===== config.mk =====
export PLATFORM = sky130hd
export DESIGN_NAME = timer_tick_ctrl
export DESIGN_NICKNAME = d
export VERILOG_FILES = /design/src/rtl/timer_pkg.sv /design/src/rtl/timer_prescaler.sv /design/src/rtl/timer_tick_ctrl.sv
export SDC_FILE = /design/constraint.sdc
export NUM_CORES = 1
export LEC_CHECK = 0
export ABC_AREA = 0
export CAP_MARGIN = 5
export CORE_MARGIN = 2
export CORE_UTILIZATION = 60
export CTS_BUF_LIST = sky130_fd_sc_hd__clkbuf_8
export DETAILED_ROUTE_END_ITERATION = 10
export GPL_TIMING_DRIVEN = 0
export PLACE_DENSITY = 0.84
export SLEW_MARGIN = 30
export SYNTH_ARGS = -nofsm -noshare
export SYNTH_HDL_FRONTEND = slang
export SYNTH_SLANG_ARGS = --single-unit

===== constraint.sdc =====
create_clock -name clk -period 7.7 [get_ports clk]
set_input_delay 1.54 -clock clk [delete_from_list [all_inputs] [get_ports clk]]
set_output_delay 1.54 -clock clk [all_outputs]
set_load 0.01 [all_outputs]

===== src/rtl/timer_pkg.sv =====
// Shared definitions for the countdown timer chain: FSM states, BCD limits
// and the BCD clamp/convert helpers (also used by the score display path).
package timer_pkg;

   localparam int         CNT_W_DEF = 7;
   localparam logic [3:0] BCD_MAX   = 4'd9;

   typedef enum logic [2:0] {
      ST_IDLE,
      ST_LOAD,
      ST_RUN,
      ST_PAUSED,
      ST_EXPIRED
   } state_t;

   // Out-of-range nibbles (A..F) saturate to 9 rather than wrapping.
   function automatic logic [3:0] bcd_clamp(input logic [3:0] d);
      return (d > BCD_MAX) ? BCD_MAX : d;
   endfunction

   function automatic logic [CNT_W_DEF-1:0] bcd_to_bin(input logic [3:0] tens,
                                                      input logic [3:0] ones);
      return CNT_W_DEF'(bcd_clamp(tens)) * CNT_W_DEF'(10) + CNT_W_DEF'(bcd_clamp(ones));
   endfunction

endpackage


===== src/rtl/timer_prescaler.sv =====
// Seconds prescaler: counts enabled cycles 0..TICK_DIV-1 and flags the last
// one. clr wins over en; with en low the count holds (used for pause).
module timer_prescaler #(
   parameter int TICK_DIV = 50000000
) (
   input  logic clk,
   input  logic rst,
   input  logic clr,
   input  logic en,
   output logic tick
);

   localparam int            PW   = (TICK_DIV > 2) ? $clog2(TICK_DIV) : 1;
   localparam logic [PW-1:0] LAST = PW'(TICK_DIV - 1);

   logic [PW-1:0] cnt;

   assign tick = en && (cnt == LAST);

   // Free-running divider, wraps to 0 on the tick cycle.
   always_ff @(posedge clk or posedge rst) begin
      if (rst)      cnt <= '0;
      else if (clr) cnt <= '0;
      else if (en)  cnt <= tick ? '0 : cnt + 1'b1;
   end

endmodule


===== src/rtl/timer_tick_ctrl.sv =====
// Countdown control for the two-digit BCD display: load/decrement strobes to
// the digit cells, binary shadow of the remaining seconds, timeout pulse and
// start/pause/abort sequencing. Build macro TIMER_WARN_EN adds the low-time
// warn flag; without it warn is tied low.
module timer_tick_ctrl
   import timer_pkg::*;
#(
   parameter int TICK_DIV  = 50000000,
   parameter int CNT_W     = CNT_W_DEF,
   parameter int WARN_SECS = 5
) (
   input  logic             clk,
   input  logic             rst,
   input  logic             start,
   input  logic             pause,
   input  logic             abort,
   input  logic [3:0]       preset_tens,
   input  logic [3:0]       preset_ones,
   output logic             dig_load,
   output logic [3:0]       dig_tens_val,
   output logic [3:0]       dig_ones_val,
   output logic             ones_dec,
   output logic             tens_dec,
   output logic             ones_last,
   output logic [CNT_W-1:0] remaining,
   output logic             busy,
   output logic             timeout,
   output logic             warn
);

   state_t           state;
   logic             tick;
   logic             pre_en;
   logic             pre_clr;
   logic [CNT_W-1:0] preset_bin;
   logic [CNT_W-1:0] rem_dec;

   // Control inputs outrank the tick, so the prescaler never advances on a
   // cycle the FSM is about to leave RUN; that keeps the held count exact.
   assign pre_en     = (state == ST_RUN) && !abort && !start && !pause;
   assign pre_clr    = (state != ST_RUN) && (state != ST_PAUSED);
   assign preset_bin = CNT_W'(bcd_to_bin(dig_tens_val, dig_ones_val));
   assign rem_dec    = remaining - CNT_W'(1);
   assign busy       = (state == ST_LOAD) || (state == ST_RUN) || (state == ST_PAUSED);

   timer_prescaler #(.TICK_DIV(TICK_DIV)) u_pre (
      .clk  (clk),
      .rst  (rst),
      .clr  (pre_clr),
      .en   (pre_en),
      .tick (tick)
   );

   // Main FSM, shadow counter and registered strobes (abort > start > pause > tick).
   always_ff @(posedge clk or posedge rst) begin
      if (rst) begin
         state        <= ST_IDLE;
         dig_load     <= 1'b0;
         dig_tens_val <= '0;
         dig_ones_val <= '0;
         ones_dec     <= 1'b0;
         tens_dec     <= 1'b0;
         timeout      <= 1'b0;
         ones_last    <= 1'b0;
         remaining    <= '0;
      end else begin
         dig_load <= 1'b0;
         ones_dec <= 1'b0;
         tens_dec <= 1'b0;
         timeout  <= 1'b0;
         if (abort) begin
            state <= ST_IDLE;
         end else if (start && state != ST_LOAD) begin
            // LOAD lasts one cycle, so a start there is dropped; this keeps
            // dig_load from ever stretching to two cycles.
            state        <= ST_LOAD;
            dig_load     <= 1'b1;
            dig_tens_val <= bcd_clamp(preset_tens);
            dig_ones_val <= bcd_clamp(preset_ones);
         end else begin
            case (state)
               ST_LOAD: begin
                  remaining <= preset_bin;
                  ones_last <= preset_bin < CNT_W'(10);
                  if (preset_bin == '0) begin
                     state   <= ST_EXPIRED;
                     timeout <= 1'b1;
                  end else begin
                     state   <= ST_RUN;
                  end
               end
               ST_RUN: begin
                  if (pause) begin
                     state <= ST_PAUSED;
                  end else if (tick && remaining != '0) begin
                     ones_dec  <= 1'b1;
                     tens_dec  <= (remaining % CNT_W'(10)) == '0;
                     remaining <= rem_dec;
                     ones_last <= rem_dec < CNT_W'(10);
                     if (remaining == CNT_W'(1)) begin
                        state   <= ST_EXPIRED;
                        timeout <= 1'b1;
                     end
                  end
               end
               ST_PAUSED: begin
                  if (pause) state <= ST_RUN;
               end
               default: ;
            endcase
         end
      end
   end

`ifdef TIMER_WARN_EN
   // Low-time warning, one cycle behind remaining.
   always_ff @(posedge clk or posedge rst) begin
      if (rst) warn <= 1'b0;
      else     warn <= ((state == ST_RUN) || (state == ST_PAUSED)) &&
                       (remaining != '0) && (remaining <= CNT_W'(WARN_SECS));
   end
`else
   logic warn_unused;
   assign warn_unused = |WARN_SECS;
   assign warn        = 1'b0;
`endif

endmodule


; After elaboration in Yosys (flattened, before gate mapping)
; Cells that the tools add are included.
[word_totals]
register_bits = 49
inputBits = 13
word_cells = 97
out_inout_bits = 22
[classes]
add_sub_neg = 3
order_cmp = 6
n_reduce_logical = 21
eq_ne = 13
n_mux = 40
bitwise_logic = 2
n_div = 1
n_mul = 1
[op_table]
columns = cell, count
row1 = 26-bit 2-to-1 mux, 3
row2 = 26-bit by 1-bit adder with 26-bit output (second input constant), 1
row3 = 26-bit equality test (second input constant), 1
row4 = 3-bit 2-to-1 mux, 7
row5 = 1-bit 2-to-1 mux, 20
row6 = 4-bit > comparator (second input constant), 4
row7 = 4-bit 2-to-1 mux, 4
row8 = 7-bit logical NOT, 2
row9 = 7-bit by 4-bit < comparator with 1-bit output (second input constant), 2
row10 = 7-bit 2-to-1 mux, 2
row11 = 7-bit case mux with 2 select lines, 1
row12 = 5-bit by 3-bit != test with 1-bit output (second input constant), 2
row13 = 3-bit case mux with 3 select lines, 1
row14 = 7-bit by 4-bit adder with 7-bit output, 1
row15 = 7-bit by 1-bit equality test with 1-bit output (second input constant), 1
row16 = 1-bit logical AND, 7
row17 = 7-bit by 4-bit remainder unit with 7-bit output (second input constant), 1
row18 = 7-bit nonzero test, 1
row19 = 7-bit by 1-bit subtractor with 7-bit output (second input constant), 1
row20 = 3-bit by 2-bit equality test with 1-bit output (second input constant), 2
row21 = 4-bit by 3-bit multiplier with 6-bit output (second input constant), 1
row22 = 3-bit by 2-bit != test with 1-bit output (second input constant), 2
row23 = 5-bit AND reduction, 1
row24 = 5-bit nonzero test, 1
row25 = other kinds (12), 18

; Logic depth before layout (Yosys ltp)
; Gate-level depths: netlist of the first run.
[logic_depth]
ltp_word = 11
depth_mapped = 11
mapped_depth_nobuf = 11

; Hierarchy
; From an unflattened synthesis of the first run, not the netlist that was laid out.
[hier_totals]
hier_cells = 378
area_unflattened_um2 = 3330.7
[by_module_without_submodules]
columns = mod, seq_area_each_um2, area_each_um2, cells_each, n_inst
row1 = timer_tick_ctrl, 575.6, 1818.0, 214, 1
row2 = timer_prescaler, 650.6, 1512.7, 164, 1

; Worst setup path before layout of the first run
; OpenSTA, ideal clock, no wires.
[synth_timing]
path_type = input port to flip-flop
from = in abort
to = reg u_pre.cnt[23]
setup_slack_ps = 4526
cell_stages = 7
required_time_ps = 7617
arrival_time_ps = 3091
path_buffers = 2
setup_ps = 83
cell_sequence = clkbuf_1 > or3_1 > nor2_1 > a21boi_0 > buf_2 > a21oi_1 > o21ai_0
[synth_between]
elab_chain_cells = 8
word_cells_on_any_way = 9
cone_classes = 3 x mux / 6 x reduce/logical
[synth_lines]
columns = item, line
row1 = "start, declared", timer_tick_ctrl.sv:16  ; input logic abort,
row2 = 1-bit logical NOT (*), timer_tick_ctrl.sv:40  ; assign pre_en = (state == ST_RUN) && !abort && !start && !pause;
row3 = 1-bit logical AND (*) (3 in series), timer_tick_ctrl.sv:40
row4 = 1-bit logical AND, timer_prescaler.sv:18  ; assign tick = en && (cnt == LAST);
row5 = 26-bit 2-to-1 mux (2 in series), timer_prescaler.sv:24  ; else if (en) cnt <= tick ? '0 : cnt + 1'b1;
row6 = 26-bit 2-to-1 mux, timer_prescaler.sv:23  ; else if (clr) cnt <= '0;
row7 = "end signal, assigned", timer_prescaler.sv:24
row8 = "end, declared", timer_prescaler.sv:16  ; logic [PW-1:0] cnt;
; Mark *: on every way between the ends. The rest lies on a longest branch, timed or not. The select of a mux whose other input is x is not followed.
; A chain may end at the register's enable or synchronous reset.

; Worst setup path after layout of the first run
[layout_timing]
from = in start
to = reg remaining[5]
[layout_between]
elab_chain_cells = 7
word_cells_on_any_way = 9
cone_classes = 1 x eq/ne / 1 x bitwise / 7 x reduce/logical
[layout_lines]
columns = item, line
row1 = "start, declared", timer_tick_ctrl.sv:14  ; input logic start,
row2 = 1-bit logical NOT, timer_tick_ctrl.sv:40
row3 = 1-bit logical AND (2 in series), timer_tick_ctrl.sv:40
row4 = 1-bit logical AND, timer_prescaler.sv:18
row5 = 1-bit logical AND, timer_tick_ctrl.sv:95  ; end else if (tick && remaining != '0) begin
row6 = 2-bit by 1-bit != test with 1-bit output (no source line), -
row7 = 5-bit AND reduction (no source line) (*), -
row8 = "end signal, assigned", timer_tick_ctrl.sv:83  ; remaining <= preset_bin;
row9 = "end signal, assigned", timer_tick_ctrl.sv:98  ; remaining <= rem_dec;
row10 = "end, declared", timer_tick_ctrl.sv:25  ; output logic [CNT_W-1:0] remaining,
; Mark *: on every way between the ends. The rest lies on a longest branch, timed or not.

==> run metrics, run 1 <==
Filler Cell Count=between 400 and 500; Die Ht=77.3 um; Inst Count DP=467; setup repair bufs after CTS=0; clock power share=19.7%; post-synth top area cell=dfrtp_1; Final Cycle Share=48.2%; largest net degree at the start of global routing=50; routability cong.=slightly below 0.9; share of layout cells above drive strength 1=roughly 5.9%; Synth top cells by count=49 x dfrtp_1, 42 x nor2_1, 23 x inv_1, 23 x nand2_1, 23 x o21ai_0; Rows=26; Hold Path Class=register to register; number of DRC markers in iteration 0=190; hold slack=0.569 ns; f_max=~270 MHz; reg2reg start=dig_tens_val[3]; R2R cell count=11; Mapped Nets=390; Synth Cell Area=3220 sq um; hold_sp=u_pre.cnt[24]; Finished Layout Cells=475; Vias=about 2800; cells after synthesis=365; VDD IR max=139 uV; crit path max fanout=8; Max Buffers Root-to-Sink=2; top cells by area, synth=dfrtp_1 38%, nor2_1 4.9%, ha_1 3.9%; mux contribution to synthesized area=1.05%; post-CTS sizing=0; RSZ-0062 raised after global routing=no; Clock Pin Slew Worst Setup and Hold Paths=0.10 ns; Synth Area in XOR/XNOR=7.34%; Synth Flop Type=dfrtp_1; R2R setup slack=4.92 ns; CP max stage delay=0.59 ns; initial antenna violation count=0; Area Overhead vs Synth=15.5%; switching share of total power=between 30% and 40%; Hold Crit Depth=1; Pleak=0.00151 uW; DIE WIDTH=77.3 um; IO Pins=35; CTS H-tree lvls=2; synth unique cells=62; number of remaining DRC errors=0; final setup TNS=0 ns; Post-layout nets=429; worst skew pair latency=0.31 ns; Post-Synth Adder-Cell Area=5.13%; Critical Path Sink Type=register; P per Cell Area=216 nW/um^2; GRT Total Usage=25.8%; drt first pass iters=5; Pins Over Slew Limit=0; Worst Tran Pin Value=~0.71 ns; synthesized flop and latch total=49; internal power=502 uW; NetSw=~300 uW; global-route wire length before repair=roughly 13000 um; CTS Sinks=49; post-DR wirelength/cell=14.8 um; Worst path slowest cell=a211oi_1; Fin Clk Skew=0.0103 ns; syn avg cell area=8.82 sq um; status=finished, final reports clean; antenna fix cells=0; final hold vios=0; final setup fails=0; Comb power frac=41.2%; Post-Synth Simple-Gate Area=27.2%; EDFF count, synth=0; Overflow after GRT=0; Worst Hold Endpoint=u_pre.cnt[24]; # port buffers=32; DPL Wire Length=5180 um; Seq/Total Area, Yosys=38.1%; Num CTS Buffers=5; critical path required time=7.86 ns; count leader, synth=dfrtp_1; Post-DRT Antenna Nets=0; compound-cell area share of the yosys netlist=15.9%; CP Launch Type=input pin; hold_buf cts=0; relative slew slack=52.3%; vias in the first global route=2789; main combinational cell family by area after synthesis=simple AND/OR/NAND/NOR gates; Root Buffer=clkbuf_8; Min Clock Period, post-route=3.71 ns; max-cap check violation count=0; routed wire length=7010 um; worst path cell trace=clkdlybuf4s50_1 -> or3b_1 -> a211oi_1 -> nand2_1 -> o21ai_0 -> o221ai_1; die area=5970 sq um; reg-to-reg critical path endpoint=state[2]; synth warn=0; async set-reset flop share out of synthesis=100%; Initial Util=62.7%; Core Area=5140 sq um; WP data arrival=between 3 and 4 ns; critical path type=input pin to register; Via density=5.95; CTS tree=done; Seq pwr share=39.0%; Synth top area share=about two fifths
==> placed cells by master (no fill, tap or decap), types with 9 or more instances in the layout <==
cell type        netlist  routed
dfrtp_1               49      49
nor2_1                42      42
clkdlybuf4s50_1        0      32
nand2_1               23      23
o21ai_0               23      23
inv_1                 23      22
nand3_1               14      14
xor2_1                14      14
clkbuf_1              13      13
xnor2_1               13      13
ha_1                  10      10
nand2b_1               9       9
==> flip-flops by register name, indices dropped and copies added (netlist names), 3 cells and up <==
register and flops:
state 3, remaining 7, dig_tens_val 4, dig_ones_val 4, u_pre.cnt 26
==> worst max-delay path: cells and delay by family <==
family	cells	cell delay (ns)
buf+inv	1	0.53
compound gates	3	1.06
simple gates	2	0.74
==> worst max-delay path by stage <==
| stage | startpoint | end | slack [ns] | cells after the start |
|---|---|---|---|---|
| 6_report | start | remaining[5] | 3.99 | 6 |
| 2_1_floorplan | abort | u_pre.cnt[23] | 4.53 | 7 |
| 5_1_grt | start | remaining[5] | 3.85 | 6 |
| 3_5_place_dp | start | remaining[5] | 3.71 | 6 |
| 4_1_cts | start | remaining[5] | 4.04 | 6 |
| 3_3_place_gp | start | remaining[5] | 3.74 | 6 |
==> per-layer routing <==
layer	track usage (%)	vias up	wire length [um]
met4	8.93	0	93
met5	0	-	0
met1	36.5	1355	3280
li1	-	1376	-
met2	40.4	87	3250
met3	4.00	10	382
==> cell type report <==
| cell class | instances | area (sq um) | area share [%] |
|---|---|---|---|
| multi-input cells | 275 | 1830 | 49.1 |
| flip-flops and latches | 49 | 1230 | 33.0 |
| repair buffers | 32 | 320 | 8.61 |
| inverters | 23 | 88.8 | 2.39 |
| well taps | 70 | 87.6 | 2.35 |
| plain buffers | 18 | 81.3 | 2.19 |
| clock buffers | 5 | 68.8 | 1.85 |
| clock inverters | 3 | 21.3 | 0.572 |
==> cells by family after synthesis <==
kind of cell    after synthesis
simple gates                158
compound gates               74
flops                        49
buf+inv                      41
xor+xnor                     27
fa+ha+maj                    12
mux                           3
other cells                   1
==> power by group through the flow <==
stage	clock network, uW	registers (uW)	logic (uW)
finish	158	313	331
global route	168	319	367
CTS	159	314	330
detailed placement	0	318	328
global placement	0	317	321
floorplan	0	325	207
==> metrics by stage <==
stage                     util (%)  setup slack (ns)  power [uW]  cell area, sq um
after floorplan                  -              4.53         532              3220
after global placement        70.6              3.74         638              3630
after detailed placement      70.6              3.71         646              3630
after CTS                     72.4              4.04         802              3720
after global routing          72.4              3.85         855              3720
final                         72.4              3.99         803              3720
No activity file was read; power rests on OpenSTA's default activity.
==> run 2, diff against run 1 <==
--- a/config.mk
+++ b/config.mk
@@ -8,11 +8,11 @@
 export ABC_AREA = 0
 export CAP_MARGIN = 5
 export CORE_MARGIN = 2
-export CORE_UTILIZATION = 60
+export CORE_UTILIZATION = 59
 export CTS_BUF_LIST = sky130_fd_sc_hd__clkbuf_8
 export DETAILED_ROUTE_END_ITERATION = 10
 export GPL_TIMING_DRIVEN = 0
-export PLACE_DENSITY = 0.84
+export PLACE_DENSITY = 0.83
 export SLEW_MARGIN = 30
 export SYNTH_ARGS = -nofsm -noshare
 export SYNTH_HDL_FRONTEND = slang
==> constraint.sdc (replaced) <==
create_clock -name clk -period 3.5 [get_ports clk]
set_input_delay 0.7 -clock clk [delete_from_list [all_inputs] [get_ports clk]]
set_output_delay 0.7 -clock clk [all_outputs]
set_load 0.01 [all_outputs]
==> run metrics, run 2 (synthesized netlist as in run 1, its figures left out) <==
status=finished, final reports clean (unchanged); Post-layout nets=429 (unchanged); critical path type=input pin to register (unchanged); final setup margin=0.565 ns (was 3.99 ns); crit path max fanout=8 (unchanged); pre-CTS setup slack=0.336 ns (was 3.71 ns); reg2reg start=dig_tens_val[3] (unchanged); Final Cycle Share=between 80% and 90%; multi-input logic area=1830 sq um (unchanged); post-DR wirelength/cell=14.7 um (was 14.8 um); drt first pass iters=6 (was 5); VDD IR max=277 uV (was 139 uV); IO Pins=35 (unchanged); top flop regs=u_pre.cnt x26, remaining x7 (unchanged); routed wire length=6960 um (was 7010 um); Die Ht=77.9 um (was 77.3 um); Via density=5.98 (was 5.95); Critical Path Sink Type=register (unchanged); final instance area=3720 sq um (about the same); Root Buffer=clkbuf_8 (unchanged); Min Clock Period, post-route=2.93 ns; critical path required time=3.67 ns (was 7.86 ns); R2R setup slack=0.63 ns (was 4.92 ns); CTS Sinks=49 (unchanged); Pins Over Slew Limit=0 (unchanged); Critical path destination=remaining[5] (unchanged); RSZ-0062 raised after global routing=no (unchanged); f_max=~340 MHz; CP top delay family=compound AO/OA/AOI/OAI gates (unchanged); final hold vios=0 (unchanged); Vias=2841 (was 2828); worst path cell trace=clkdlybuf4s50_1 -> or3b_1 -> a211oi_1 -> nand2_1 -> o21ai_0 -> o221ai_1 (unchanged); global-route wire length before repair=12000 um (was 12500 um); Area Overhead vs Synth=15.7% (was 15.5%); # port buffers=32 (unchanged); Filler Cell Count=389 (was 423); Worst Tran Pin Value=0.754 ns (was 0.713 ns); R2R cell count=11 (unchanged); Hold Path Class=register to register (unchanged); die area=6070 sq um (was 5970 sq um); Overflow after GRT=0 (unchanged); number of remaining DRC errors=0 (unchanged); setup repair bufs after CTS=0 (unchanged); vias in the first global route=2595 (was 2789); Most flops, register=u_pre.cnt (unchanged); hold_buf cts=0 (unchanged); Max Buffers Root-to-Sink=2 (unchanged); Pleak=0.00151 uW (about the same); reg-to-reg critical path endpoint=state[2] (unchanged); CTS H-tree lvls=2 (unchanged); Reg area=1230 sq um (unchanged); DPL Wire Length=5130 um (was 5180 um); initial antenna violation count=0 (unchanged); post-CTS sizing=0 (unchanged); CP Launch Type=input pin (unchanged); GRT Total Usage=24.3% (was 25.8%); placed cell area=3630 sq um (unchanged); routability cong.=0.849 (was 0.870); Crit path buffers/inverters=1 (unchanged); relative slew slack=49.5% (was 52.3%); commonest non-fill, non-tap cells in the layout=49 x dfrtp_1, 42 x nor2_1, 32 x clkdlybuf4s50_1 (unchanged); max reg flops=26 (unchanged); number of DRC markers in iteration 0=212 (was 190); worst skew pair latency=0.32 ns (was 0.31 ns); Fin Clk Skew=0.0112 ns (was 0.0103 ns); Clock Pin Slew Worst Setup and Hold Paths=0.10 ns (about the same); commonest non-fill, non-tap cell in the layout=dfrtp_1 (unchanged); max-cap check violation count=0 (unchanged); share of layout cells above drive strength 1=5.93% (unchanged); Initial Util=62.3% (was 62.7%); Core Area=5170 sq um (was 5140 sq um); P per Cell Area=478 nW/um^2 (was 216 nW/um^2); final setup fails=0 (unchanged); CP max stage delay=0.61 ns (was 0.59 ns); Crit. Startpoint=start (unchanged); Worst path slowest cell=a211oi_1 (unchanged); final setup TNS=0 ns (unchanged); WP data arrival=3.10 ns (was 3.87 ns); DIE WIDTH=77.9 um (was 77.3 um); cell depth of the worst setup path=6 (unchanged); Num CTS Buffers=5 (unchanged); antenna fix cells=0 (unchanged); largest net degree at the start of global routing=50 (unchanged); CTS tree=done (unchanged); Post-DRT Antenna Nets=0 (unchanged); Rows=26 (unchanged)
==> run 2: changes by cell type in the layout (fill, tap and decap cells not counted) <==
cell | before | now
clkinv_2 | 1 | 0
inv_6 | 1 | 2
==> run 2: worst min-delay path by stage <==
stage / from / end / slack (ns) / cells after the start
after floorplan: u_pre.cnt[24] / u_pre.cnt[24] / 0.47 / 1
after global placement: u_pre.cnt[24] / u_pre.cnt[24] / 0.50 / 1
after detailed placement: u_pre.cnt[24] / u_pre.cnt[24] / 0.50 / 1
after CTS: u_pre.cnt[24] / u_pre.cnt[24] / 0.53 / 1
after global routing: u_pre.cnt[24] / u_pre.cnt[24] / 0.55 / 1
final: u_pre.cnt[24] / u_pre.cnt[24] / 0.53 / 1
==> run 2: power by group <==
group	switching (uW)	leakage (uW)	total [uW]	internal (uW)
clock	210	0.0000452	356	146
combinational	396	0.000815	732	336
sequential	65.6	0.000647	691	626
==> run 2: area by class of cell <==
cell class | instances | area share, %
multi-input cells | 275 | 49.0
clock inverters | 3 | 0.672
well taps | 70 | 2.35
flip-flops and latches | 49 | 32.9
clock buffers | 5 | 1.85
repair buffers | 32 | 8.60
plain buffers | 18 | 2.18
inverters | 23 | 2.38
==> run 2: per-stage QoR <==
stage          total power [uW]  instances  utilization [%]  hold WS, ns
2_1_floorplan              1170        365                -        0.466
3_3_place_gp               1400        467             70.2        0.499
3_5_place_dp               1420        467             70.2        0.505
4_1_cts                    1780        475             72.0        0.530
5_1_grt                    1900        475             72.0        0.545
6_report                   1780        475             72.0        0.535
==> run 2: metal layers <==
| layer | vias to the layer above | track usage (%) | part of all wire, % |
|---|---|---|---|
| li1 | 1376 | - | - |
| met1 | 1341 | 34.2 | 46 |
| met2 | 113 | 39.2 | 46 |
| met3 | 11 | 4.88 | 6.9 |
| met4 | 0 | 5.18 | 1.0 |
| met5 | - | 0 | 0 |
==> run 3, diff against run 2 <==
--- a/config.mk
+++ b/config.mk
@@ -8,11 +8,11 @@
 export ABC_AREA = 0
 export CAP_MARGIN = 5
 export CORE_MARGIN = 2
-export CORE_UTILIZATION = 59
+export CORE_UTILIZATION = 53
 export CTS_BUF_LIST = sky130_fd_sc_hd__clkbuf_8
 export DETAILED_ROUTE_END_ITERATION = 10
 export GPL_TIMING_DRIVEN = 0
-export PLACE_DENSITY = 0.83
+export PLACE_DENSITY = 0.79
 export SLEW_MARGIN = 30
 export SYNTH_ARGS = -nofsm -noshare
 export SYNTH_HDL_FRONTEND = slang
==> constraint.sdc (replaced) <==
create_clock -name clk -period 2.4 [get_ports clk]
set_input_delay 0.48 -clock clk [delete_from_list [all_inputs] [get_ports clk]]
set_output_delay 0.48 -clock clk [all_outputs]
set_load 0.01 [all_outputs]
==> run metrics, run 3 (synthesized netlist as in run 1, its figures left out) <==
Util after Layout=68.3% (was 72.0%); Die Ht=82.0 um (was 77.9 um); status=complete, but fails checks (was finished, final reports clean); relative slew slack=51.7% (was 49.5%); largest net degree at the start of global routing=50 (unchanged); Critical Path Sink Type=register (unchanged); VDD IR max=495 uV (was 277 uV); Via density=5.84 (was 5.98); Vias=2928 (was 2841); Comb power frac=45.0% (was 41.1%); Num CTS Buffers=5 (unchanged); WP data arrival=2.72 ns (was 3.10 ns); internal power=1710 uW (was 1110 uW); Min Clock Period, post-route=2.51 ns; failing checks=negative setup slack; CTS tree=done (unchanged); switching share of total power=37.8% (was 37.7%); post-DR wirelength/cell=15.3 um (was 14.7 um); initial antenna violation count=0 (unchanged); Overflow after GRT=0 (unchanged); number of remaining DRC errors=0 (unchanged); hold_buf cts=0 (unchanged); vias in the first global route=2765 (was 2595); max reg flops=26 (unchanged); max-cap check violation count=0 (unchanged); Area Overhead vs Synth=24.8% (was 15.7%); Pleak=0.00165 uW (was 0.00151 uW); Worst Tran Pin Value=0.720 ns (was 0.754 ns); Final Cycle Share=105%; share of layout cells above drive strength 1=15.7% (was 5.93%); number of DRC markers in iteration 0=215 (was 212); clock power share=18.6% (was 20.0%); Initial Util=54.7% (was 62.3%); # port buffers=32 (unchanged); die area=6720 sq um (was 6070 sq um); CP Launch Type=register (was input pin); DPL Wire Length=5340 um (was 5130 um); final setup fails=3 (was 0); final instance area=4020 sq um (was 3720 sq um); NetSw=1040 uW (was 671 uW); Core Area=5890 sq um (was 5170 sq um); Most flops, register=u_pre.cnt (unchanged); f_max=roughly 400 MHz; Finished Layout Cells=501 (was 475); crit path max fanout=6 (was 8); global-route wire length before repair=12600 um (was 12000 um); top flop regs=u_pre.cnt x26, remaining x7 (unchanged); commonest non-fill, non-tap cells in the layout=47 x dfrtp_1, 40 x nor2_1, 31 x clkdlybuf4s50_1 (was 49 x dfrtp_1, 42 x nor2_1, 32 x clkdlybuf4s50_1); final hold vios=0 (unchanged); multi-input logic area=1940 sq um (was 1830 sq um); DIE WIDTH=82.0 um (was 77.9 um); critical path required time=2.61 ns (was 3.67 ns); routed wire length=7680 um (was 6960 um); final setup margin=-0.109 ns (was 0.565 ns); critical path type=register to register (was input pin to register); Post-DRT Antenna Nets=0 (unchanged); Filler Cell Count=461 (was 389); Pwr Total=2750 uW (was 1780 uW); CTS Sinks=49 (unchanged); antenna fix cells=0 (unchanged); placed cell area=3700 sq um (was 3630 sq um); Fin Clk Skew=0.0106 ns (was 0.0112 ns); worst skew pair latency=0.31 ns (was 0.32 ns); Post-layout nets=450 (was 429); drt first pass iters=4 (was 6); Max Buffers Root-to-Sink=2 (unchanged); Hold Path Class=register to register (unchanged); commonest non-fill, non-tap cell in the layout=dfrtp_1 (unchanged); CTS H-tree lvls=2 (unchanged); Inst Count DP=472 (was 467); RSZ-0062 raised after global routing=yes (was no); Clock Pin Slew Worst Setup and Hold Paths=0.10 ns (about the same); Pins Over Slew Limit=0 (unchanged); P per Cell Area=684 nW/um^2 (was 478 nW/um^2); Reg area=1230 sq um (about the same); pre-CTS setup slack=-0.587 ns (was 0.336 ns); Root Buffer=clkbuf_8 (unchanged); GRT Total Usage=24.0% (was 24.3%); routability cong.=0.811 (was 0.849); Seq pwr share=36.5% (was 38.9%); IO Pins=35 (unchanged); Rows=28 (was 26)
## run 3: worst max-delay path, cell delays in order, from the launching register on
cell and delay, ns:
dfrtp_2 0.46, nand2b_4 0.17, inv_4 0.06, ha_4 0.20, ha_4 0.15, inv_2 0.05
fa_2 0.48, buf_4 0.17, xnor2_2 0.22, o2111ai_2 0.20, o22ai_1 0.26
## run 3: layout make-up
type	instances	area share, %
Clock buffer	5	1.71
Inverter	23	2.27
Timing Repair Buffer	53	12.1
Multi-Input combinational cell	275	48.3
Sequential cell	49	30.6
Buffer	18	2.02
Tap cell	75	2.33
Clock inverter	3	0.622
## run 3: final timing paths
kind                                 startpoint               to  slack, ns  depth (start not counted)
max in group asynchronous                   rst  dig_tens_val[3]       1.36                          2
worst min register to register    u_pre.cnt[24]    u_pre.cnt[24]       0.54                          1
min in group asynchronous                   rst    u_pre.cnt[24]       0.61                          2
worst max-delay path            dig_tens_val[3]          timeout      -0.11                         10
worst min-delay path              u_pre.cnt[24]    u_pre.cnt[24]       0.54                          1
worst max register to register  dig_tens_val[3]          timeout      -0.11                         10
## run 3: power by group through the flow
| stage | Sequential, uW | Clock (uW) | Combinational [uW] |
|---|---|---|---|
| finish | 1000 | 511 | 1240 |
| floorplan | 1050 | 0 | 705 |
| CTS | 1000 | 530 | 1190 |
| global route | 1020 | 548 | 1360 |
| detailed placement | 1020 | 0 | 1110 |
| global placement | 1020 | 0 | 1080 |
## run 3: metal layers
metal / vias up / GRT usage (%) / wire (um)
li1: 1426 / - / -
met1: 1401 / 32.3 / 3540
met2: 84 / 40.2 / 3620
met3: 17 / 2.97 / 343
met4: 0 / 7.83 / 176
met5: - / 0 / 0
## run 3: stage by stage
step / setup TNS, ns / hold WS, ns
floorplan: -0.000236 / 0.466
global placement: -17.08 / 0.502
detailed placement: -9.45 / 0.506
CTS: -0.199 / 0.537
global route: -0.491 / 0.566
finish: -0.293 / 0.540
## run 3: timing repair
item                                   CTS  global route
pin swaps                               14            10
setup buffers                           11            10
resized for setup                        8            11
setup endpoints to repair               20            32
endpoints found under the hold margin    0             0
